**config.mk**
```make
export PLATFORM = sky130hd
export DESIGN_NAME = memstage_ctrl
export DESIGN_NICKNAME = d
export VERILOG_FILES = /design/src/rtl/memstage_pkg.sv /design/src/rtl/byte_lane_unit.sv /design/src/rtl/memstage_ctrl.sv
export SDC_FILE = /design/constraint.sdc
export NUM_CORES = 1
export LEC_CHECK = 0
export ABC_AREA = 1
export CAP_MARGIN = 25
export CORE_MARGIN = 2
export CORE_UTILIZATION = 40
export CTS_CLUSTER_SIZE = 24
export DETAILED_ROUTE_END_ITERATION = 10
export GPL_ROUTABILITY_DRIVEN = 0
export PLACE_DENSITY = 0.71
export SYNTH_ARGS = -nofsm -noshare
export SYNTH_HDL_FRONTEND = slang
export SYNTH_HIERARCHICAL = 1
export SYNTH_SLANG_ARGS = --single-unit
```
**constraint.sdc**
```tcl
create_clock -name Clk -period 3.05 [get_ports Clk]
set_input_delay 0.7625 -clock Clk [delete_from_list [all_inputs] [get_ports Clk]]
set_output_delay 0.7625 -clock Clk [all_outputs]
set_load 0.02 [all_outputs]
```
**src/rtl/memstage_pkg.sv**
```systemverilog
// rtl/memstage_pkg.sv - shared types and helpers for the memory-access stage
package memstage_pkg;

  typedef enum logic [1:0] {
    ST_IDLE = 2'd0,
    ST_RD   = 2'd1,
    ST_WR   = 2'd2,
    ST_FIN  = 2'd3
  } state_e;

  localparam int LANE_W = 2;
  localparam int BYTE_W = 8;

  // Little-endian lanes: lane n occupies bits [8n+7:8n].
  function automatic logic [4:0] lane_shift(input logic [LANE_W-1:0] lane);
    return {lane, 3'b000};
  endfunction

endpackage

```
**src/rtl/byte_lane_unit.sv**
```systemverilog
// rtl/byte_lane_unit.sv - byte extract and byte merge for one 32-bit word
module byte_lane_unit
  import memstage_pkg::*;
(
  input  logic [31:0]       word_i,
  input  logic [LANE_W-1:0] lane_i,
  input  logic [BYTE_W-1:0] byte_i,
  output logic [31:0]       extracted_o,
  output logic [31:0]       merged_o
);

  logic [31:0] lane_mask;

  assign lane_mask   = 32'h0000_00FF << lane_shift(lane_i);
  assign extracted_o = word_i >> lane_shift(lane_i);
  assign merged_o    = (word_i & ~lane_mask) | ({24'd0, byte_i} << lane_shift(lane_i));

endmodule

```
**src/rtl/memstage_ctrl.sv**
```systemverilog
// rtl/memstage_ctrl.sv - word/byte load-store controller with read-modify-write byte stores
module memstage_ctrl
  import memstage_pkg::*;
#(
  parameter int ADDR_W  = 10,
  parameter int TIMEOUT = 16
) (
  input  logic              Clk,
  input  logic              Reset_n,
  input  logic              Start,
  input  logic              WrOp,
  input  logic              ByteOp,
  input  logic [31:0]       ALU_MEM_Addr,
  input  logic [31:0]       MEM_DataIn,
  output logic [31:0]       MEM_out,
  output logic              Done,
  output logic              Err,
  output logic              Busy,
  output logic              Mem_Req,
  output logic              Mem_We,
  output logic [ADDR_W-1:0] Mem_Addr,
  output logic [31:0]       Mem_WData,
  input  logic [31:0]       Mem_RData,
  input  logic              Mem_Ack
);

  state_e              state_q, state_d;
  logic                wr_q, wr_d;
  logic [LANE_W-1:0]   lane_q, lane_d;
  logic [BYTE_W-1:0]   din_q, din_d;
  logic [ADDR_W-1:0]   addr_q, addr_d;
  logic [31:0]         wdata_q, wdata_d;
  logic [31:0]         out_q, out_d;
  logic                err_q, err_d;
  logic [7:0]          cnt_q, cnt_d;
  logic [31:0]         extracted;
  logic [31:0]         merged;
  logic                timed_out;
  logic                unused_addr_hi;

  assign unused_addr_hi = ^ALU_MEM_Addr[31:ADDR_W+2];

  // One lane unit serves both the load extract and the byte-store merge.
  byte_lane_unit u_lane (
    .word_i      (Mem_RData),
    .lane_i      (lane_q),
    .byte_i      (din_q),
    .extracted_o (extracted),
    .merged_o    (merged)
  );

  assign timed_out = (cnt_q == 8'(TIMEOUT - 1));

  always_comb begin
    state_d = state_q;
    wr_d    = wr_q;
    lane_d  = lane_q;
    din_d   = din_q;
    addr_d  = addr_q;
    wdata_d = wdata_q;
    out_d   = out_q;
    err_d   = err_q;
    cnt_d   = cnt_q;
    case (state_q)
      ST_IDLE: begin
        if (Start) begin
          wr_d   = WrOp;
          lane_d = ALU_MEM_Addr[1:0];
          din_d  = MEM_DataIn[7:0];
          addr_d = ALU_MEM_Addr[ADDR_W+1:2];
          err_d  = 1'b0;
          cnt_d  = 8'd0;
          if (!ByteOp && ALU_MEM_Addr[1:0] != 2'b00) begin
            err_d   = 1'b1;
            state_d = ST_FIN;
          end else if (WrOp && !ByteOp) begin
            wdata_d = MEM_DataIn;
            state_d = ST_WR;
          end else begin
            state_d = ST_RD;
          end
        end
      end
      ST_RD: begin
        if (Mem_Ack) begin
          if (wr_q) begin
            wdata_d = merged;
            cnt_d   = 8'd0;
            state_d = ST_WR;
          end else begin
            out_d   = extracted;
            state_d = ST_FIN;
          end
        end else if (timed_out) begin
          err_d   = 1'b1;
          state_d = ST_FIN;
        end else begin
          cnt_d = cnt_q + 8'd1;
        end
      end
      ST_WR: begin
        if (Mem_Ack) begin
          state_d = ST_FIN;
        end else if (timed_out) begin
          err_d   = 1'b1;
          state_d = ST_FIN;
        end else begin
          cnt_d = cnt_q + 8'd1;
        end
      end
      default: state_d = ST_IDLE;
    endcase
  end

  always_ff @(posedge Clk or negedge Reset_n) begin
    if (!Reset_n) begin
      state_q <= ST_IDLE;
      wr_q    <= 1'b0;
      lane_q  <= '0;
      din_q   <= '0;
      addr_q  <= '0;
      wdata_q <= '0;
      out_q   <= '0;
      err_q   <= 1'b0;
      cnt_q   <= '0;
    end else begin
      state_q <= state_d;
      wr_q    <= wr_d;
      lane_q  <= lane_d;
      din_q   <= din_d;
      addr_q  <= addr_d;
      wdata_q <= wdata_d;
      out_q   <= out_d;
      err_q   <= err_d;
      cnt_q   <= cnt_d;
    end
  end

  assign Busy      = (state_q != ST_IDLE);
  assign Mem_Req   = (state_q == ST_RD) || (state_q == ST_WR);
  assign Mem_We    = (state_q == ST_WR);
  assign Done      = (state_q == ST_FIN);
  assign Err       = Done && err_q;
  assign Mem_Addr  = addr_q;
  assign Mem_WData = wdata_q;
  assign MEM_out   = out_q;

endmodule

```
# After elaboration in Yosys (flattened, before gate mapping)
# Index checks and enable logic that the tools add are counted.
[totals]
in_bits = 102
wordCells = 72
reg_bits = 96
[op_classes]
reduce_logical = 17
add_sub_neg = 1
bitwise_logic = 4
n_eq_ne = 13
shift = 3
muxes = 25
[op_table]
columns = ["op", "n"]
rows = [
  ["32-bit two-way mux", 5],
  ["32-bit one-hot mux with 2 select lines", 1],
  ["8-bit two-way mux", 5],
  ["32-bit bitwise AND", 1],
  ["32-bit NOT", 1],
  ["32-bit bitwise OR", 1],
  ["8-bit by 5-bit << shifter with 32-bit output", 1],
  ["8-bit by 5-bit << shifter with 32-bit output (first input constant)", 1],
  ["32-bit by 5-bit right shift with 32-bit output", 1],
  ["8-bit one-hot mux with 3 select lines", 1],
  ["2-bit != test (second input constant)", 7],
  ["2-bit two-way mux", 6],
  ["8-bit by 1-bit adder with 8-bit output (second input constant)", 1],
  ["8-bit by 4-bit == test with 1-bit output (second input constant)", 1],
  ["4-bit AND reduction", 2],
  ["2-bit nonzero test", 4],
  ["2-bit one-hot mux with 3 select lines", 1],
  ["6-bit AND reduction", 1],
  ["1-bit two-way mux", 5],
  ["2-bit == test (second input constant)", 2],
  ["1-bit logical AND", 3],
  ["3-bit != test (second input constant)", 1],
  ["3-bit AND reduction", 1],
  ["3-bit nonzero test", 1],
  ["9 further kinds", 9],
]

# Longest topological paths before layout
# Gate-level depths: netlist (run 1).
[depth]
word_depth = 7
mapped_depth = 10
mapped_depth_nobuf = 9

# Cells and area by module
# Netlist (run 1), hierarchy kept.
[by_module_without_submodules]
columns = ["module", "cells_each", "instances", "seq_area_each_um2", "area_per_inst_um2"]
rows = [
  ["memstage_ctrl", 412, 1, 2402.3, 4570.6],
  ["byte_lane_unit", 229, 1, 0.0, 1054.8],
]

# Least setup slack after synthesis (run 1)
# OpenSTA, ideal clock, no wires.
[synth_timing]
path_type = "reg2out"
startpoint = "reg state_q[0]"
endpoint = "out Busy"
path_stages_with_launch = 5
required_ns = 2.288
t_arrival_ns = 0.939
setup_slack_ns = 1.348
path_cell_list = "dfrtp_1 -> inv_1 -> ha_1 -> buf_2 -> inv_1"
[synth_between]
elab_chain_len = 1
[synth_lines]
columns = ["item", "line_no", "source"]
rows = [
  ["from (decl)", "memstage_ctrl.sv:27", "state_e state_q, state_d;"],
  ["from (signal assigned)", "memstage_ctrl.sv:127", "state_q <= state_d;"],
  ["2-bit nonzero test", "memstage_ctrl.sv:139", "assign Busy = (state_q != ST_IDLE);"],
  ["to (decl)", "memstage_ctrl.sv:18", "output logic Busy,"],
]
# No other way between the ends.

# Worst setup path after layout (run 1)
# Ends and elaborated chain as after synthesis.

==> run_results.csv, run 1 <==
group,metric,value,unit
status,status,"finished, final reports clean",
pwr,p_per_area,1080,nW/um^2
synthesis,synth_area,5630,um^2
pwr,p_leak,0.00356,uW
placed_design,post-place-ws,0.484,ns
drt,drc,0,
clock_network,cts_tree,"built",
critical_path,cp.buffers_inverters,3,
timing,hold_ws,0.377,ns
critical_path,crit_family,"buffers and inverters",
clock_network,cts_root_buf,"clkbuf_16",
timing,rsz0062_at_grt,"false",
timing,fin_crit,2.69,ns
layout,layout.nets,896,
layout,multi_input_area,2740,um^2
clock_network,clockBufferDepth,2,
global_routing,grt_overflow,0,
timing,tightest_slew,0.657,ns
clock_network,post_cts_resized,0,
drt,via_count,4948,
critical_path,cp-end-kind,"primary output",
floorplan,coreArea,13800,um^2
synthesis,synth.avg_cell_area,8.78,um^2
critical_path,worstPathCellList,"inv_1 > ha_1 > inv_1 > clkdlybuf4s50_1",
clock_network,cts_setup_buffers,0,
global_routing,grt_max_degree,61,
floorplan,dieArea,15000,um^2
floorplan,initial_core_util,40.7,%
drt,postRouteWirelength,16400,um
timing,skew,0.00763,ns
timing,slew_violations,0,
synthesis,ys_seq_area_share,42.7,%
clock_network,insertion_delay,0.35,ns
synthesis,yosys.cell_types.count,31,
timing,max_freq,372,MHz
clock_network,cts_htree_levels,3,
global_routing,grt_usage,22.0,%
pwr,vdd_drop_max,469,uV
critical_path,crit_type,"flop to primary output",
drt,via_per_inst,5.09,
layout,drive_above_1_share,18.6,%
synthesis,ys_warn_count,6,
drt,drt_first_pass_iters,5,
worst_hold_path,hold_class,"primary input to asynchronous set/reset pin",
timing,relSlewSlack,56.2,%
critical_path,start_kind,"flop",
synthesis,syn_nets,749,
floorplan,die_h,123,um
layout,area_growth,34.2,%
global_routing,met1_usage,30.1,%
layout,antennaDiodeCount,0,
floorplan,rows,43,
drt,ant_nets,0,
global_routing,grt_pass1_vias,4822,
flow_run,drv_cap,0,
timing,hold_violations,0,
global_routing,grt_use_met3,3.90,%
placed_design,io_buffer_count,160,
floorplan,io_pins,181,
global_routing,busiest_layer,"met2",
clock_network,cts_sinks,96,
placed_design,dp_hpwl,12300,um
critical_path,cp.required,2.29,ns
timing,setup_slack,0.363,ns
critical_path,cp_max_fo,8,
layout,seqCellArea,2400,um^2
critical_path,crit_path_top_delay_cell,"clkdlybuf4s50_1",
critical_path,worstPathArrival,1.92,ns
synthesis,synth_seq_cells,96,
layout,utilization,54.6,%
global_routing,antenna_found_initial,0,
layout,nFillCells,1251,
timing,fin_crit_sh,88.1,%
synthesis,syn_inst,641,
timing,setup_viol,0,
clock_network,cts_hold_buf,0,
floorplan,dieWidth,123,um
drt,wl_per_cell,16.8,um
drt,drt_iter0_markers,553,
critical_path,cp_common_cell,"inv_1",
clock_network,clkTransAtPathRegs,0.07,ns
timing,fin_setup_tns,0,ns
critical_path,max_stage_delay,0.54,ns
global_routing,grt_pass1_wl,25100,um
clock_network,cts_buffers,9,
global_routing,use_met2,34.2,%
-- registers in the layout (all words and copies together) (netlist names) --
| signal | flops |
|---|---|
| MEM_out | 32 |
| Mem_Addr | 10 |
| Mem_WData | 32 |
| cnt_q | 8 |
| din_q | 8 |
| err_q | 1 |
| lane_q | 2 |
| state_q | 2 |
| wr_q | 1 |
-- placed cells by master, fill, tap and decap left out, types with 2 or more instances in the layout --
master	n
clkbuf_8	3
dfrtp_1	96
mux2i_1	24
ha_1	5
nand4_1	2
clkbuf_16	9
buf_4	8
a21oi_1	7
nor2_1	30
nand2_2	30
nand2_4	6
nor2_4	3
o21ai_0	24
nand3_1	42
o21ai_1	27
inv_1	52
o21bai_1	2
nand2_1	169
clkdlybuf4s50_1	159
mux2_2	44
inv_4	2
o21ai_2	33
nand3_4	2
-- final timing paths --
check,startpoint,end,slack [ns],cells after the start
setup / recovery,state_q[0],Busy,0.36,4
hold / removal,Reset_n,Mem_WData[30],0.38,1
setup reg to reg,state_q[1],Mem_WData[3],0.64,9
hold reg to reg,err_q,err_q,0.47,2
max in group asynchronous,Reset_n,Mem_WData[12],1.98,2
min in group Clk,err_q,err_q,0.47,2
-- layer usage --
layer | part of all wire [%] | routed length [um]
met1 | 44 | 7140
met2 | 47 | 7650
met3 | 6.7 | 1090
met4 | 2.9 | 468
met5 | 0 | 0
-- report_power, final --
group	internal [uW]	switching [uW]	leakage, uW
registers	1850	399	0.00120
logic	2020	2760	0.00222
clock network	616	487	0.000142
total	4480	3640	0.00356
-- cell families (layout without fill, tap and decap cells) --
| group | count (synthesis) | after routing | synth area share (%) |
|---|---|---|---|
| AO/OA/AOI/OAI | 94 | 94 | 10.7 |
| buffers and inverters | 88 | 239 | 8.56 |
| XOR/XNOR | 1 | 1 | 0.156 |
| flip-flops | 96 | 96 | 42.7 |
| adder cells (fa/ha/maj) | 6 | 6 | 1.33 |
| multiplexers | 68 | 68 | 13.1 |
| AND/OR/NAND/NOR | 288 | 288 | 23.5 |
-- area by class of cell --
cell class / count / share of cell area (%)
flip-flops and latches: 96 / 31.8
clock inverters: 2 / 0.182
multi-input cells: 457 / 36.4
repair buffers: 168 / 22.1
clock buffers: 13 / 3.58
well taps: 180 / 2.98
inverters: 56 / 2.92
-- through the flow --
step           power (uW)  instance area (um^2)  instances
2_1_floorplan        5450                  5630        641
3_3_place_gp         6900                  7260        957
3_5_place_dp         7010                  7260        957
4_1_cts              8130                  7550        972
5_1_grt              8660                  7550        972
6_report             8130                  7550        972
-- synth_stat cells (all sizes together) --
cell	count	area (um^2)
clkbuf	2	7.51
nand2	205	890
a21oi	7	35.0
nor3b	1	7.51
nor2	34	153
nand3b	1	7.51
nand3	44	245
buf	30	254
mux2i	24	240
inv	56	220
o211ai	1	7.51
o21bai	2	15.0
nor3	1	5.00
o21ai	84	544
ha	6	75.1
nand4	2	12.5
xor2	1	8.76
dfrtp	96	2400
mux2	44	495
Note: power is estimated with default switching activity, not from simulation.
==> run 2, diff against run 1 <==
--- a/config.mk
+++ b/config.mk
@@ -13,6 +13,7 @@
 export DETAILED_ROUTE_END_ITERATION = 10
 export GPL_ROUTABILITY_DRIVEN = 0
 export PLACE_DENSITY = 0.71
+export SKIP_LAST_GASP = 1
 export SYNTH_ARGS = -nofsm -noshare
 export SYNTH_HDL_FRONTEND = slang
 export SYNTH_HIERARCHICAL = 1
==> results of run 2 <==
Final layout, timing and power as in run 1 (identical DEF).
==> run 3, diff against run 2 <==
--- a/config.mk
+++ b/config.mk
@@ -6,13 +6,12 @@
 export NUM_CORES = 1
 export LEC_CHECK = 0
 export ABC_AREA = 1
-export CAP_MARGIN = 25
 export CORE_MARGIN = 2
-export CORE_UTILIZATION = 40
+export CORE_UTILIZATION = 45
 export CTS_CLUSTER_SIZE = 24
 export DETAILED_ROUTE_END_ITERATION = 10
 export GPL_ROUTABILITY_DRIVEN = 0
-export PLACE_DENSITY = 0.71
+export PLACE_DENSITY = 0.78
 export SKIP_LAST_GASP = 1
 export SYNTH_ARGS = -nofsm -noshare
 export SYNTH_HDL_FRONTEND = slang
==> run 3 against run 2 <==
Against the previous run: die area decreased by 11%; global-route usage increased by 2.2 points; cell count shrank 1.1%; worst setup slack better by 0.053 ns; clock-buffer cell count fell by 2; maximum frequency up 2.0%; non-clock buffer count unchanged; highest routed layer unchanged.
==> run_results.csv, run 3 (synthesis results as in run 1) <==
group,metric,value,unit
status,status,"finished, final reports clean",
global_routing,grt_overflow,0,
critical_path,timing.rr.end,"Mem_WData[2]",
floorplan,dieWidth,116,um
clock_network,insertion_delay,0.35,ns
critical_path,crit_family,"buffers and inverters",
floorplan,io_pins,181,
critical_path,cp-end-kind,"primary output",
clock_network,cts_sinks,96,
layout,antennaDiodeCount,0,
critical_path,crit_path_top_delay_cell,"clkdlybuf4s50_1",
pwr,p_per_area,1090,nW/um^2
layout,drive_above_1_share,18.5,%
drt,drt_iter0_markers,478,
global_routing,grt_usage,24.2,%
clock_network,cts_hold_buf,0,
drt,via_per_inst,5.16,
flow_run,drv_cap,0,
timing,slew_violations,0,
floorplan,coreArea,12100,um^2
pwr,vdd_drop_max,498,uV
clock_network,cts_htree_levels,3,
critical_path,cp.buffers_inverters,3,
clock_network,post_cts_resized,0,
clock_network,clockBufferDepth,2,
worst_hold_path,hold-path-cell-count,2,
timing,relSlewSlack,43.4,%
global_routing,grt_pass1_vias,4960,
critical_path,max_stage_delay,0.54,ns
drt,drc,0,
layout,final_cell_area,7580,um^2
layout,layout_commonest_cell,"nand2_1",
placed_design,io_buffer_count,160,
placed_design,place_inst,945,
timing,hold_violations,0,
floorplan,rows,40,
critical_path,cp_max_fo,8,
critical_path,cp_common_cell,"inv_1",
placed_design,place_area,7250,um^2
placed_design,post-place-ws,0.686,ns
critical_path,worstPathArrival,1.87,ns
floorplan,dieArea,13400,um^2
drt,drt_first_pass_iters,5,
timing,max_freq,380,MHz
timing,fin_setup_tns,0,ns
timing,fin_crit,2.63,ns
drt,ant_nets,0,
clock_network,cts_tree,"built",
global_routing,grt_pass1_wl,24900,um
timing,fin_crit_sh,86.4,%
layout,layout.nets,896,
timing,tightest_slew,0.849,ns
timing,setup_viol,0,
floorplan,initial_core_util,46.4,%
worst_hold_path,min-delay-start,"Mem_WData[7]",
clock_network,cts_buffers,9,
clock_network,clkTransAtPathRegs,0.07,ns
drt,wl_per_cell,16.5,um
timing,rsz0062_at_grt,"false",
critical_path,worstPathCellList,"inv_1 > ha_1 > inv_1 > clkdlybuf4s50_1",
clock_network,cts_setup_buffers,0,
drt,via_count,4959,
floorplan,die_h,116,um
timing,setup_slack,0.416,ns
worst_hold_path,min_to,"Mem_WData[7]",
critical_path,crit_type,"flop to primary output",
layout,area_growth,34.8,%
timing,skew,0.00536,ns
critical_path,ff2ff_path_depth,9,
layout,final_cell_mix,"169 x nand2_1, 159 x clkdlybuf4s50_1, 96 x dfrtp_1",
global_routing,grt_max_degree,67,
pwr,p_leak,0.00359,uW
placed_design,dp_hpwl,12000,um
clock_network,cts_root_buf,"clkbuf_16",
global_routing,antenna_found_initial,0,
layout,fin_cells,961,
critical_path,cp.required,2.29,ns
worst_hold_path,hold_class,"flop to flop",
critical_path,start_kind,"flop",
drt,postRouteWirelength,15900,um
critical_path,r2r_start,"state_q[1]",
critical_path,r2r_setup_slack,0.91,ns
run 3: cell types whose count changed in the layout (fill, tap and decap cells not counted):
cell | previous run | this run
clkinv_4 | 1 | 0
inv_6 | 1 | 2
bufinv_16 | 0 | 3
clkbuf_1 | 1 | 2
clkbuf_8 | 3 | 0
run 3: per-stage QoR:
step	utilization, %	power [uW]	hold WS [ns]
finish	62.6	8290	0.490
global route	62.6	8840	0.509
CTS	62.6	8320	0.493
detailed placement	59.8	7000	0.476
global placement	59.8	6880	0.461
floorplan	-	5450	0.442
run 3: layer usage:
layer / part of all wire (%) / global-route usage (%)
met5: 0 / 0
met1: 40 / 31.4
met2: 49 / 40.1
met3: 7.3 / 4.39
met4: 3.4 / 10.5
run 3: tightest hold or removal path, delay by kind of cell, from the launching register on:
family	cells	cell delay [ns]
flops	1	0.36
compound gates	1	0.04
simple gates	1	0.06
run 3: layout make-up:
cell class | count | area [um^2]
clock buffers | 11 | 233
clock inverters | 5 | 104
fillers | 1044 | 4530
inverters | 56 | 220
multi-input cells | 457 | 2740
flip-flops and latches | 96 | 2400
well taps | 168 | 210
repair buffers | 168 | 1670
run 3: worst max-delay path by stage:
stage	cells past startpoint	to	startpoint	slack, ns
final	4	Busy	state_q[0]	0.42
after global routing	4	Busy	state_q[1]	0.32
after CTS	4	Busy	state_q[0]	0.41
after detailed placement	4	MEM_out[0]	Mem_Ack	0.69
after global placement	4	MEM_out[21]	Mem_Ack	0.73
after floorplan	4	Busy	state_q[0]	1.35
run 3: power by group:
part,internal [uW],total [uW],switching [uW]
sequential,1850,2230,375
clock,804,1290,489
combinational,2020,4770,2750
total,4680,8290,3620
